<file path="src/rtl/led_pkg.sv">
// Shared definitions for the multi-channel LED pattern generator.
package led_pkg;

    localparam int MODE_W = 2;

    typedef enum logic [MODE_W-1:0] {
        MODE_OFF     = 2'd0,
        MODE_ON      = 2'd1,
        MODE_BLINK   = 2'd2,
        MODE_BREATHE = 2'd3
    } led_mode_e;

endpackage

</file>
<file path="src/rtl/led_pattern_gen_channel.sv">
// One LED channel: mode/rate registers, tick-driven step divider,
// blink level, breathing triangle and registered output compare.
module led_channel
    import led_pkg::*;
#(
    parameter int                 RATE_W     = 10,
    parameter int                 PWM_W      = 8,
    parameter led_mode_e          RESET_MODE = MODE_OFF,
    parameter logic [RATE_W-1:0]  RESET_RATE = '0
) (
    input  logic               clk,
    input  logic               rst_n,
    input  logic               i_wr,
    input  logic [MODE_W-1:0]  i_mode,
    input  logic [RATE_W-1:0]  i_rate,
    input  logic               i_sync,
    input  logic               i_tick,
    input  logic [PWM_W-1:0]   i_pwm_cnt,
    output logic               o_led
);

    localparam logic [PWM_W-1:0] BRIGHT_PEN = PWM_W'((2 ** PWM_W) - 2);
    localparam logic [PWM_W-1:0] BRIGHT_ONE = PWM_W'(1);

    led_mode_e          r_mode;
    logic [RATE_W-1:0]  r_rate;
    logic [RATE_W-1:0]  r_phase;
    logic               r_level;
    logic [PWM_W-1:0]   r_bright;
    logic               r_dir_down;
    logic               r_led;
    logic               w_active;
    logic               w_led_next;

    assign w_active = (r_mode == MODE_BLINK) || (r_mode == MODE_BREATHE);

    always_comb begin
        w_led_next = 1'b0;
        case (r_mode)
            MODE_OFF:     w_led_next = 1'b0;
            MODE_ON:      w_led_next = 1'b1;
            MODE_BLINK:   w_led_next = r_level;
            MODE_BREATHE: w_led_next = (i_pwm_cnt < r_bright);
            default:      w_led_next = 1'b0;
        endcase
    end

    always_ff @(posedge clk or negedge rst_n) begin
        if (!rst_n) begin
            r_mode     <= RESET_MODE;
            r_rate     <= RESET_RATE;
            r_phase    <= '0;
            r_level    <= 1'b0;
            r_bright   <= '0;
            r_dir_down <= 1'b0;
            r_led      <= 1'b0;
        end else begin
            r_led <= w_led_next;
            if (i_wr || i_sync) begin
                if (i_wr) begin
                    r_mode <= led_mode_e'(i_mode);
                    r_rate <= i_rate;
                end
                r_phase    <= '0;
                r_level    <= 1'b0;
                r_bright   <= '0;
                r_dir_down <= 1'b0;
            end else if (i_tick && w_active) begin
                if (r_phase == r_rate) begin
                    r_phase <= '0;
                    if (r_mode == MODE_BLINK) begin
                        r_level <= ~r_level;
                    end else if (!r_dir_down) begin
                        // Flip on arrival so each endpoint lasts exactly one step.
                        r_bright <= r_bright + 1'b1;
                        if (r_bright == BRIGHT_PEN) r_dir_down <= 1'b1;
                    end else begin
                        r_bright <= r_bright - 1'b1;
                        if (r_bright == BRIGHT_ONE) r_dir_down <= 1'b0;
                    end
                end else begin
                    r_phase <= r_phase + 1'b1;
                end
            end
        end
    end

    assign o_led = r_led;

endmodule

</file>
<file path="src/rtl/led_pattern_gen.sv">
// Multi-channel LED pattern driver: shared tick prescaler, free-running PWM
// counter, config write decode and sync fan-out to the per-channel engines.
module led_pattern_gen
    import led_pkg::*;
#(
    parameter int CHANNELS     = 8,
    parameter int PRESCALE     = 50000,
    parameter int RATE_W       = 10,
    parameter int PWM_W        = 8,
    parameter int DEFAULT_RATE = 499,
    parameter int CFG_CH_W     = (CHANNELS > 1) ? $clog2(CHANNELS) : 1
) (
    input  logic                 clk,
    input  logic                 rst_n,
    input  logic                 cfg_we,
    input  logic [CFG_CH_W-1:0]  cfg_ch,
    input  logic [MODE_W-1:0]    cfg_mode,
    input  logic [RATE_W-1:0]    cfg_rate,
    input  logic                 sync,
    output logic [CHANNELS-1:0]  led,
    output logic                 tick
);

    localparam int PS_W = (PRESCALE > 2) ? $clog2(PRESCALE) : 1;

    logic [PS_W-1:0]  r_presc;
    logic [PWM_W-1:0] r_pwm_cnt;
    logic             w_tick;

    assign w_tick = (r_presc == PS_W'(PRESCALE - 1));
    assign tick   = w_tick;

    always_ff @(posedge clk or negedge rst_n) begin
        if (!rst_n) begin
            r_presc   <= '0;
            r_pwm_cnt <= '0;
        end else begin
            r_pwm_cnt <= r_pwm_cnt + 1'b1;
            if (sync || w_tick) r_presc <= '0;
            else                r_presc <= r_presc + 1'b1;
        end
    end

    // Out-of-range channel numbers match no instance, so such writes vanish.
    for (genvar g = 0; g < CHANNELS; g++) begin : g_ch
        logic w_wr;
        assign w_wr = cfg_we && (cfg_ch == CFG_CH_W'(g));

        led_channel #(
            .RATE_W     (RATE_W),
            .PWM_W      (PWM_W),
            .RESET_MODE ((g == 0) ? MODE_BLINK : MODE_OFF),
            .RESET_RATE ((g == 0) ? RATE_W'(DEFAULT_RATE) : RATE_W'(0))
        ) u_ch (
            .clk       (clk),
            .rst_n     (rst_n),
            .i_wr      (w_wr),
            .i_mode    (cfg_mode),
            .i_rate    (cfg_rate),
            .i_sync    (sync),
            .i_tick    (w_tick),
            .i_pwm_cnt (r_pwm_cnt),
            .o_led     (led[g])
        );
    end

endmodule

</file>
<file path="config.mk">
export PLATFORM = sky130hd
export DESIGN_NAME = led_pattern_gen
export DESIGN_NICKNAME = d
export VERILOG_FILES = /design/src/rtl/led_pkg.sv /design/src/rtl/led_pattern_gen_channel.sv /design/src/rtl/led_pattern_gen.sv
export SDC_FILE = /design/constraint.sdc
export NUM_CORES = 1
export LEC_CHECK = 0
export BUFFER_PORTS_ARGS = -buffer_cell sky130_fd_sc_hd__buf_2
export CAP_MARGIN = 20
export CORE_MARGIN = 4
export CORE_UTILIZATION = 42
export CTS_CLUSTER_SIZE = 25
export DETAILED_ROUTE_END_ITERATION = 8
export PLACE_DENSITY_LB_ADDON = 0.05
export SYNTH_ARGS = -nofsm -noshare
export SYNTH_HDL_FRONTEND = slang
export SYNTH_SLANG_ARGS = --single-unit
export TNS_END_PERCENT = 30
</file>
<file path="constraint.sdc">
create_clock -name clk -period 5.1 [get_ports clk]
set_clock_uncertainty 0.1 [all_clocks]
set_input_delay 0.765 -clock clk [delete_from_list [all_inputs] [get_ports clk]]
set_output_delay 0.765 -clock clk [all_outputs]
set_load 0.03 [all_outputs]
</file>
# Word-level counts from Yosys, hierarchy flattened
# Index checks and enable logic that the tools add are counted.
totals:
  ff_bits: 288
  inputBits: 19
  out_inout_bits: 9
  elab_cells: 415
classes:
  add_sub_neg: 26
  magnitude_cmp: 8
  n_eq_ne: 64
  mux: 161
  bitwise: 8
  n_reduce_logical: 90
ops:
  columns: ["operator", "n"]
  rows:
  - ["$mux W8", 40]
  - ["$mux W10", 24]
  - ["$mux W1", 88]
  - ["$add A10 B1 Y10 const B", 8]
  - ["$eq A10 B10 Y1", 8]
  - ["$add A8 B1 Y8 const B", 9]
  - ["$eq A8 B1 Y1 const B", 8]
  - ["$eq A8 B8 Y1 const B", 8]
  - ["$lt A8 B8 Y1", 8]
  - ["$sub A8 B1 Y8 const B", 8]
  - ["$reduce_and A3 Y1", 16]
  - ["$reduce_bool A2 Y1", 24]
  - ["$eq A2 B2 Y1 const B", 16]
  - ["$pmux W1 S4", 8]
  - ["$logic_or A1 B1 Y1", 17]
  - ["$add A16 B1 Y16 const B", 1]
  - ["$eq A16 B16 Y1 const B", 1]
  - ["$eq A2 B1 Y1 const B", 8]
  - ["$logic_and A1 B1 Y1", 16]
  - ["$logic_not A2 Y1", 8]
  - ["$mux W16", 1]
  - ["$ne A2 B2 Y1 const B", 8]
  - ["$reduce_and A2 Y1", 8]
  - ["$eq A3 B3 Y1 const B", 4]
  - ["4 further kinds", 12]

# Logic depth before layout (Yosys ltp)
# Gate-level depths: netlist of the first run.
logic_depth:
  depth_word: 7
  ltp_mapped: 9
  mapped_depth_nobuf: 7

# By module
# A second synthesis of the first run with hierarchy kept.
hier_totals:
  hier_cells: 1787
  area_unflattened_um2: 17032.6
modules_own_cells:
  columns: ["mod", "n_inst", "cells_per_inst", "area_each_um2"]
  rows:
  - ["led_channel at g_ch[1].u_ch ...", 7, 209, 1983.2]
  - ["led_channel at g_ch[0].u_ch", 1, 209, 1993.2]
  - ["led_pattern_gen", 1, 115, 1157.4]

# Worst setup path before layout of the first run
# No wires, ideal clock.
synth_timing:
  path_type: "register -> output"
  start: "register r_presc[11]"
  end: "output port tick"
  arrival_time_ns: 1.927
  required_ns: 4.235
  slack_ns: 2.308
  path_stages_with_launch: 4
  n_path_buf: 1
  path_cell_list: "dfrtp_1 > or4b_4 > nor4_4 > clkbuf_1"
synth_via:
  elab_chain_cells: 1
synth_lines:
  columns: ["element", "line", "text"]
  rows:
  - ["from (decl)", "led_pattern_gen.sv:26", "logic [PS_W-1:0] r_presc;"]
  - ["from (signal assigned)", "led_pattern_gen.sv:40", "else r_presc <= r_presc + 1'b1;"]
  - ["$eq A16 B16 Y1", "led_pattern_gen.sv:30", "assign w_tick = (r_presc == PS_W'(PRESCALE - 1));"]
  - ["to (decl)", "led_pattern_gen.sv:21", "output logic tick"]
# No other way between the ends.

# Worst setup path after layout of the first run
# Ends and elaborated chain as after synthesis.

==> results.txt, run 1 <==
static leakage = 8.44 nW
Critical Path AT = 2.64 ns
TritonRoute pass-1 iters = 5
Initial Utilization = 42.7%
worst skew pair latency = 0.55 ns
max_cap viols = 0
Post-CTS Resized = 0
Yosys top cell area share = 40.1%
Setup crit end kind = primary output
TritonCTS clock tree = built
Hold Slack = 0.117 ns
Iter 0 DRT Violations = 988
Num CTS Buffers = 37
hold_buf cts = 0
Util after Layout = 47.4%
synthesized area = 17500 µm²
total setup buffers inserted after CTS = 0
Via Count = 14100
crit-path cells = or4b_4, nor4_4, buf_4, buf_2
Tmin final = 3.50 ns
total gr overflow = 0
post-detailed-route via-to-cell ratio = 5.94
largest area contributor in the netlist = dfrtp_1
status = completed
FF+latch count, synth = 288
Root Buffer = clkbuf_16
final worst-path cycle share = 68.6%
die height = 212 µm
share of cells above drive strength 1 = 14.4%
worst setup path start = r_presc[11]
worst-case clock buffer depth = 3
Clock transition at path regs = 0.06 ns
Max-slew headroom = 28.7%
sequential area share after synthesis = 41.3%
syn nets = 1942
Core ar. = 40900 µm²
Routed WL per cell = 20.1 µm
# nets final = 1929
Critical Path Slowest Stage Cell = or4b_4
ANT nets after route = 0
RR Startpoint = r_presc[12]
overall die area = 44900 µm²
async set-reset flop share out of synthesis = 100%
cell count after synthesis = 1825
row cnt = 74
fin cells = 2372
Hold Fails Final Rpt = 0
max-slew violation count = 0
Post-Route WL = 47.7 mm
Placer Congestion = 0.885
worst slew pin tran = 1.07 ns
hpwl dp = 30.8 mm
Buf+Inv Stages, Crit Path = 2
Reg-to-Reg End = g_ch[1].u_ch.r_bright[7]
Max VDD drop = 0.275 mV
CP top delay family = simple AND/OR/NAND/NOR gates
Post-synth EDFFs = 0
Global Route Usage Sum = 21.4%
total clock sinks = 288
synthesis warning total = 0
area taken by multi-input logic gates = 9550 µm²
Worst path max stage delay = 0.64 ns
Register Area = 7220 µm²
Filler cells = 3876
maximum clock rate = 0.286 GHz
RSZ-0062 raised after global routing = no
Hold Path Class = primary input to asynchronous set/reset pin
DRC = 0
P&R area growth vs syn = 11.0%
IO Port Bufs = 27
global-route wire length before repair = 76.8 mm
setup_tns = 0 ns
top cells by area, synth = dfrtp_1, ha_1, mux2_2
CP startpoint kind = flop
vias in the first global route = 13500
initial antenna violation count = 3
PwrDens = 313 nW/µm²
worst-path fanout max = 15
Netlist cell types = 62
ant diodes = 0
Most used DFF post-synth = dfrtp_1
Crit Path Category = flop to primary output
dpl cells = 2303
Final setup viols = 0
Worst R2R Setup Slack = 1.64 ns
Avg Inst Size Synth = 9.57 µm²
# IOs = 28
htree depth = 2
Die Wd = 212 µm
FF-to-FF path depth = 5
WP data required = 4.24 ns
largest net degree at the start of global routing = 115
==> cells by family after synthesis <==
logic type / synth area share, %
simple gates: 22.4
compound gates: 12.5
flops: 41.3
buf+inv: 4.15
xor+xnor: 5.77
mux: 6.81
fa+ha+maj: 7.02
==> cell type report <==
class | count | area share, %
inverter | 80 | 1.55
clock inverter | 8 | 0.652
sequential | 288 | 37.2
clock buffer | 59 | 6.04
multi-input combinational | 1354 | 49.3
timing repair buffer | 51 | 1.81
tap | 532 | 3.43
==> report_power, final <==
part / switching [W] / internal [W]
registers: 0.000177 / 0.00249
clock network: 0.00104 / 0.00172
logic: 0.000361 / 0.000274
==> cells in the mapped netlist (10+ instances only) <==
cell type  number
mux2_2         94
o211ai_1       36
nor3_1         35
nand4_1        44
clkbuf_1       90
or4_1          69
xor2_1         87
nor4_1         54
o21ai_0        65
nand2_1       131
o31ai_1        18
a31o_2         14
ha_1           98
or4b_2         21
mux2i_1        13
nand3_1       104
a21o_1         20
and4_1         10
nor2b_1        14
a21oi_1       104
dfrtp_1       280
a31oi_1        35
xnor2_1        28
inv_1          80
and3_1         63
nor2_1         78
nand2b_1       10
or3_1          11
==> layer usage <==
metal  GRT usage, %  wire length, µm  up-vias
met5              0                0        -
met4           5.09             1080        0
met3           4.09             2650       72
met2           33.9            21500      287
met1           30.4            22400     6956
li1               -                -     6766
==> worst register-to-register path, delay by kind of cell, from the launching register on <==
family           cells  cell delay (ns)
flip-flops           1             0.42
AND/OR/NAND/NOR      5             2.87
==> placed cells by master, fill, tap and decap left out, types with 13 or more instances in the layout <==
master | netlist | routed
or4_1 | 69 | 69
mux2_2 | 94 | 94
nor4_1 | 54 | 54
inv_1 | 80 | 80
or4b_2 | 21 | 21
ha_1 | 98 | 98
a21o_1 | 20 | 20
nand2_1 | 131 | 131
clkbuf_8 | 0 | 14
dfrtp_1 | 280 | 280
xor2_1 | 87 | 87
o21ai_0 | 65 | 65
nand3_1 | 104 | 104
xnor2_1 | 28 | 28
buf_4 | 8 | 22
nand4_1 | 44 | 44
and3_1 | 63 | 63
a21oi_1 | 104 | 104
o31ai_1 | 18 | 18
o211ai_1 | 36 | 36
nor3_1 | 35 | 35
nor2_1 | 78 | 78
a31o_2 | 14 | 14
nor2b_1 | 14 | 14
mux2i_1 | 13 | 13
buf_2 | 0 | 26
a31oi_1 | 35 | 35
clkbuf_16 | 0 | 38
==> how the worst max path moves through the flow <==
| stage | endpoint | slack (ns) | depth (start not counted) |
|---|---|---|---|
| 3_3_place_gp | g_ch[1].u_ch.r_bright[2] | 1.75 | 5 |
| 4_1_cts | tick | 1.54 | 4 |
| 3_5_place_dp | g_ch[1].u_ch.r_bright[6] | 1.65 | 5 |
| 2_1_floorplan | tick | 2.31 | 3 |
| 5_1_grt | g_ch[1].u_ch.r_bright[6] | 1.28 | 5 |
| 6_report | tick | 1.60 | 4 |
==> registers in the layout, summed over array words and instances (netlist names) <==
name                  count
r_pwm_cnt                 8
g_ch.u_ch.r_phase        80
g_ch.u_ch.r_bright       64
g_ch.u_ch.r_rate         80
r_presc                  16
g_ch.u_ch.r_mode         16
g_ch.u_ch.r_dir_down      8
g_ch.u_ch.r_level         8
g_ch.u_ch.o_led           8
==> through the flow <==
stage | instance area, µm² | setup WS [ns] | total power [W]
global route | 19400 | 1.28 | 0.00635
CTS | 19400 | 1.54 | 0.00616
floorplan | 17500 | 2.31 | 0.00311
finish | 19400 | 1.60 | 0.00606
detailed placement | 18100 | 1.65 | 0.00335
global placement | 18100 | 1.75 | 0.00334
No activity file was read; power rests on OpenSTA's default activity.
==> run 2: changes to the inputs <==
--- a/config.mk
+++ b/config.mk
@@ -5,6 +5,7 @@
 export SDC_FILE = /design/constraint.sdc
 export NUM_CORES = 1
 export LEC_CHECK = 0
+export ABC_AREA = 1
 export BUFFER_PORTS_ARGS = -buffer_cell sky130_fd_sc_hd__buf_2
 export CAP_MARGIN = 20
 export CORE_MARGIN = 4
==> constraint.sdc (replaced) <==
create_clock -name clk -period 3.1 [get_ports clk]
set_clock_uncertainty 0.1 [all_clocks]
set_input_delay 0.465 -clock clk [delete_from_list [all_inputs] [get_ports clk]]
set_output_delay 0.465 -clock clk [all_outputs]
set_load 0.03 [all_outputs]
==> results.txt, run 2 <==
dpl cells = 3486 (+51%)
most common cell in the synthesized netlist = nand2_1
IO Port Bufs = 27 (unchanged)
Crit Path Category = flop to primary output
commonest non-fill, non-tap cells in the layout = nand2_1, nor2_1, inv_1
design area = 21800 µm² (+12%)
fin cells = 3551 (+50%)
Max VDD drop = 0.340 mV (+24%)
syn nets = 3033 (+56%)
hpwl dp = 38.6 mm (+25%)
top cells by count, synth = nand2_1, nor2_1, inv_1
worst-case clock buffer depth = 3 (unchanged)
Netlist cell types = 40 (-35%)
TritonRoute pass-1 iters = 6 (+1)
vias in the first global route = 17100 (+26%)
post-detailed-route via-to-cell ratio = 5.06 (-15%)
die height = 225 µm (+6.3%)
ANT nets after route = 0 (unchanged)
commonest non-fill, non-tap cell in the layout = nand2_1
most used routing layer = met2
ant diodes = 0 (unchanged)
synthesized area = 19800 µm² (+13%)
Final setup viols = 0 (unchanged)
row cnt = 79 (+6.8%)
CP startpoint kind = flop
Hold Fails Final Rpt = 0 (unchanged)
Post-synth EDFFs = 0 (unchanged)
largest net degree at the start of global routing = 66 (-43%)
cell count after synthesis = 2916 (+60%)
final worst-path cycle share = 81.4%
total setup buffers inserted after CTS = 0 (unchanged)
Hold Path Class = primary input to flop
DRC = 0 (unchanged)
global-route wire length before repair = 89.8 mm (+17%)
Setup crit end kind = primary output
Global Route Usage Sum = 21.6% (+0.22 points)
async set-reset flop share out of synthesis = 100% (unchanged)
Yosys top cell area share = 35.4% (-4.7 points)
static leakage = 11.3 nW (+34%)
max_cap viols = 0 (unchanged)
Avg Inst Size Synth = 6.79 µm² (-29%)
Hold Slack = 0.0369 ns (-0.0804 ns)
Clock transition at path regs = 0.07 ns (about the same)
Initial Utilization = 42.5% (-0.13 points)
PwrDens = 465 nW/µm² (+49%)
worst slew pin tran = 0.846 ns (-0.224 ns)
top cells by area, synth = dfrtp_1, nand2_1, ha_1
Critical Path Slowest Stage Cell = nor4_1
crit-path cells = ha_1, nand3_2, nor4_1, buf_2
Via Count = 18000 (+28%)
htree depth = 2 (unchanged)
Tmin final = 2.52 ns
total clock sinks = 288 (unchanged)
met2 Usage GRT = 35.2% (+1.3 points)
P&R area growth vs syn = 9.95%
Placer Congestion = 0.879 (-0.63%)
# nets final = 3036 (+57%)
Root Buffer = clkbuf_16
Iter 0 DRT Violations = 1530 (+55%)
M3 GR Usage = 2.44% (-1.7 points)
Worst path max stage delay = 0.42 ns (-0.22 ns)
Core ar. = 46600 µm² (+14%)
largest area contributor in the netlist = dfrtp_1
met1 track demand over resource = 30.0% (-0.38 points)
TritonCTS clock tree = built
total gr overflow = 0 (unchanged)
overall die area = 50700 µm² (+13%)
Most used DFF post-synth = dfrtp_1
max-slew violation count = 0 (unchanged)
largest registers = g_ch.u_ch.r_phase x80, g_ch.u_ch.r_rate x80, g_ch.u_ch.r_bright x64
RSZ-0062 raised after global routing = no
share of cells above drive strength 1 = 6.05% (-8.4 points)
setup_tns = 0 ns (unchanged)
Max-slew headroom = 43.6% (+15 points)
Critical Path AT = 1.96 ns (-0.68 ns)
Num CTS Buffers = 37 (unchanged)
worst skew pair latency = 0.54 ns (about the same)
status = completed
Routed WL per cell = 15.3 µm (-24%)
Post-Route WL = 54.2 mm (+14%)
Die Wd = 225 µm (+6.3%)
FF+latch count, synth = 288 (unchanged)
# IOs = 28 (unchanged)
initial antenna violation count = 0 (-3)
WP data required = 2.53 ns (-1.71 ns)
maximum clock rate = 0.396 GHz
Placed Instance Area = 20500 µm² (+14%)
sequential area share after synthesis = 36.5% (-4.9 points)
worst-path fanout max = 6 (-9)
synthesis warning total = 0 (unchanged)
-- run 2: cell types whose count changed after synthesis, sizes merged, moves of 94 or more --
cell	before	now
nand3	104	226
mux2	94	0
o21ai	65	204
inv	80	326
nand2	131	1037
nor2	78	328
-- run 2: kinds of logic after synthesis --
logic type	share of synthesized area (%)
adders and majority gates	6.19
AOI/OAI and AO/OA	7.10
DFF	36.5
buffers and inverters	8.41
xor gates and xnor gates	5.57
and+or+nand+nor	36.3
-- run 2: power breakdown --
part / total [W] / switching (W) / internal (W)
clock network: 0.00445 / 0.00169 / 0.00275
registers: 0.00439 / 0.000293 / 0.00410
logic: 0.00129 / 0.000852 / 0.000436
total: 0.0101 / 0.00284 / 0.00728
-- run 2: worst paths after layout --
path / cells past startpoint / from / to / slack, ns
max: 4 / r_presc[0] / tick / 0.58
min: 3 / cfg_rate[0] / g_ch[7].u_ch.r_rate[0] / 0.04
max reg2reg: 11 / r_presc[0] / g_ch[6].u_ch.r_level / 0.67
min reg2reg: 1 / r_presc[0] / r_presc[0] / 0.36
max in group asynchronous: 3 / rst_n / g_ch[5].u_ch.r_phase[6] / 1.77
min in group asynchronous: 2 / rst_n / g_ch[4].u_ch.r_bright[6] / 0.39
-- run 2: through the flow --
stage	power [W]	util (%)	worst slack (ns)
6_report	0.0101	46.8	0.576
4_1_cts	0.0103	46.8	0.528
2_1_floorplan	0.00532	-	0.834
3_5_place_dp	0.00575	44.1	0.471
5_1_grt	0.0107	46.8	0.417
3_3_place_gp	0.00572	44.1	0.527
-- run 2: what timing repair did --
item	4_1_cts	5_1_grt
hold endpoints to repair	55	0
gates resized for setup	0	0
hold buffers	1	0
-- run 2: worst max-delay path, delay by kind of cell (launching register included) --
kind	cells	cell delay (ns)
fa+ha+maj	1	0.20
buf+inv	1	0.27
flops	1	0.37
simple gates	2	0.58
-- run 2: cell type report --
class	instances	area, µm²
fill	4697	24800
clock buffer	52	1040
inverter	335	1260
tap	607	759
timing repair buffer	50	383
multi-input combinational	2207	10900
sequential	288	7220
clock inverter	12	190
-- run 2: layer usage --
metal,share of wire [%],vias up
li1,-,9228
met1,47,8302
met2,46,369
met3,4.0,80
met4,3.1,0
met5,0,-
==> run 3: changes to the inputs <==
==> constraint.sdc (replaced) <==
create_clock -name clk -period 2.5 [get_ports clk]
set_clock_uncertainty 0.1 [all_clocks]
set_input_delay 0.375 -clock clk [delete_from_list [all_inputs] [get_ports clk]]
set_output_delay 0.375 -clock clk [all_outputs]
set_load 0.03 [all_outputs]
==> results.txt, run 3 (synthesized netlist as in run 2, its figures left out) <==
status = completed
DRC = 0 (unchanged)
WP data required = 2.03 ns (-0.50 ns)
worst-path fanout max = 6 (unchanged)
Crit Path Category = flop to primary output
P&R area growth vs syn = 11.8%
Hold Path Cell Cnt = 4 (+1)
# nets final = 3069 (+1.1%)
vias in the first global route = 17100 (+0.19%)
design area = 22100 µm² (+1.7%)
HP Start = sync
Tmin final = 2.40 ns
share of cells above drive strength 1 = 7.18% (+1.1 points)
ant diodes = 0 (unchanged)
Via Count = 18100 (+0.65%)
Max-slew headroom = 44.0% (+0.43 points)
Clock transition at path regs = 0.06 ns (about the same)
largest net degree at the start of global routing = 66 (unchanged)
post-detailed-route via-to-cell ratio = 5.04 (-0.39%)
FF-to-FF path depth = 7 (-4)
Routed WL per cell = 15.2 µm (-0.57%)
overall die area = 50700 µm² (unchanged)
Core ar. = 46600 µm² (unchanged)
Num CTS Buffers = 37 (unchanged)
IO Port Bufs = 27 (unchanged)
setup_tns = 0 ns (unchanged)
total clock sinks = 288 (unchanged)
Worst R2R Setup Slack = 0.23 ns (-0.44 ns)
worst slew pin tran = 0.839 ns (-0.00639 ns)
die height = 225 µm (unchanged)
Root Buffer = clkbuf_16
final worst-path cycle share = 95.8%
htree depth = 2 (unchanged)
Placed Instance Area = 20800 µm² (+1.1%)
worst skew pair latency = 0.55 ns (about the same)
commonest non-fill, non-tap cells in the layout = nand2_1, nor2_1, inv_1
Post-Route WL = 54.4 mm (+0.47%)
TritonCTS clock tree = built
Die Wd = 225 µm (unchanged)
TritonRoute pass-1 iters = 7 (+1)
Setup crit end kind = primary output
Max VDD drop = 0.642 mV (+89%)
hpwl dp = 39.6 mm (+2.7%)
row cnt = 79 (unchanged)
Reg-to-Reg End = g_ch[0].u_ch.r_phase[1]
RSZ-0062 raised after global routing = no
global-route wire length before repair = 89.9 mm (+0.16%)
maximum clock rate = 0.417 GHz
ANT nets after route = 0 (unchanged)
Critical Path AT = 1.92 ns (-0.04 ns)
max-slew violation count = 0 (unchanged)
static leakage = 11.5 nW (+1.7%)
PwrDens = 570 nW/µm² (+23%)
CP startpoint kind = flop
# IOs = 28 (unchanged)
Hold Fails Final Rpt = 0 (unchanged)
Final setup viols = 0 (unchanged)
commonest non-fill, non-tap cell in the layout = nand2_1
Placer Congestion = 0.892 (+1.5%)
Global Route Usage Sum = 21.7% (+0.17 points)
total gr overflow = 0 (unchanged)
Hold Path Class = primary input to flop
Hold Path End = g_ch[7].u_ch.r_dir_down
Initial Utilization = 42.5% (unchanged)
initial antenna violation count = 3 (+3)
largest registers = g_ch.u_ch.r_phase x80, g_ch.u_ch.r_rate x80, g_ch.u_ch.r_bright x64
RR Startpoint = r_presc[0]
Iter 0 DRT Violations = 1290 (-16%)
max_cap viols = 0 (unchanged)
worst-case clock buffer depth = 3 (unchanged)
==> run 3: power by group <==
part / total (W) / internal (W) / switching, W
combinational: 0.00164 / 0.000569 / 0.00107
sequential: 0.00542 / 0.00508 / 0.000346
clock: 0.00556 / 0.00338 / 0.00218
total: 0.0126 / 0.00903 / 0.00360
==> run 3: what timing repair did <==
item,4_1_cts,5_1_grt
hold buffers,8,0
endpoints found under the setup margin,1,1
setup buffers,0,0
endpoints found under the hold margin,62,0
gates resized for setup,2,2
==> run 3: through the flow <==
stage	utilization (%)	hold slack (ns)	power, W	std cells	worst slack, ns
CTS	47.5	0.0888	0.0128	3588	0.0194
global route	47.5	0.118	0.0133	3588	0.0150
floorplan	-	-0.0206	0.00660	2916	0.324
global placement	44.6	0.290	0.00713	3512	0.347
detailed placement	44.6	0.291	0.00716	3512	0.314
finish	47.5	0.119	0.0126	3588	0.105
==> run 3: metal layers <==
layer | track usage (%) | part of all wire (%) | vias up | wire length (µm)
li1 | - | - | 9316 | -
met2 | 34.9 | 45 | 318 | 24600
met3 | 3.30 | 4.1 | 81 | 2240
met1 | 30.9 | 48 | 8379 | 26100
met5 | 0 | 0.024 | - | 13
met4 | 5.77 | 2.6 | 2 | 1400
==> run 3: worst max path at each step <==
stage,from,end
final,r_presc[0],tick
after global routing,r_presc[0],tick
after CTS,r_presc[0],tick
after detailed placement,r_presc[0],g_ch[6].u_ch.r_bright[4]
after global placement,r_presc[0],g_ch[0].u_ch.r_phase[0]
after floorplan,r_presc[0],tick
==> run 3: final cells by class <==
class | count | area [µm²]
clock buffer | 50 | 1090
tap | 607 | 759
clock inverter | 18 | 186
fill | 4677 | 24400
timing repair buffer | 83 | 688
sequential | 288 | 7220
inverter | 335 | 1260
multi-input combinational | 2207 | 10900
==> run 3: critical path, stage by stage (launching register included) <==
cell	delay (ns)
dfrtp_1	0.38
ha_1	0.22
nand3_2	0.19
nor4_4	0.37
buf_4	0.22
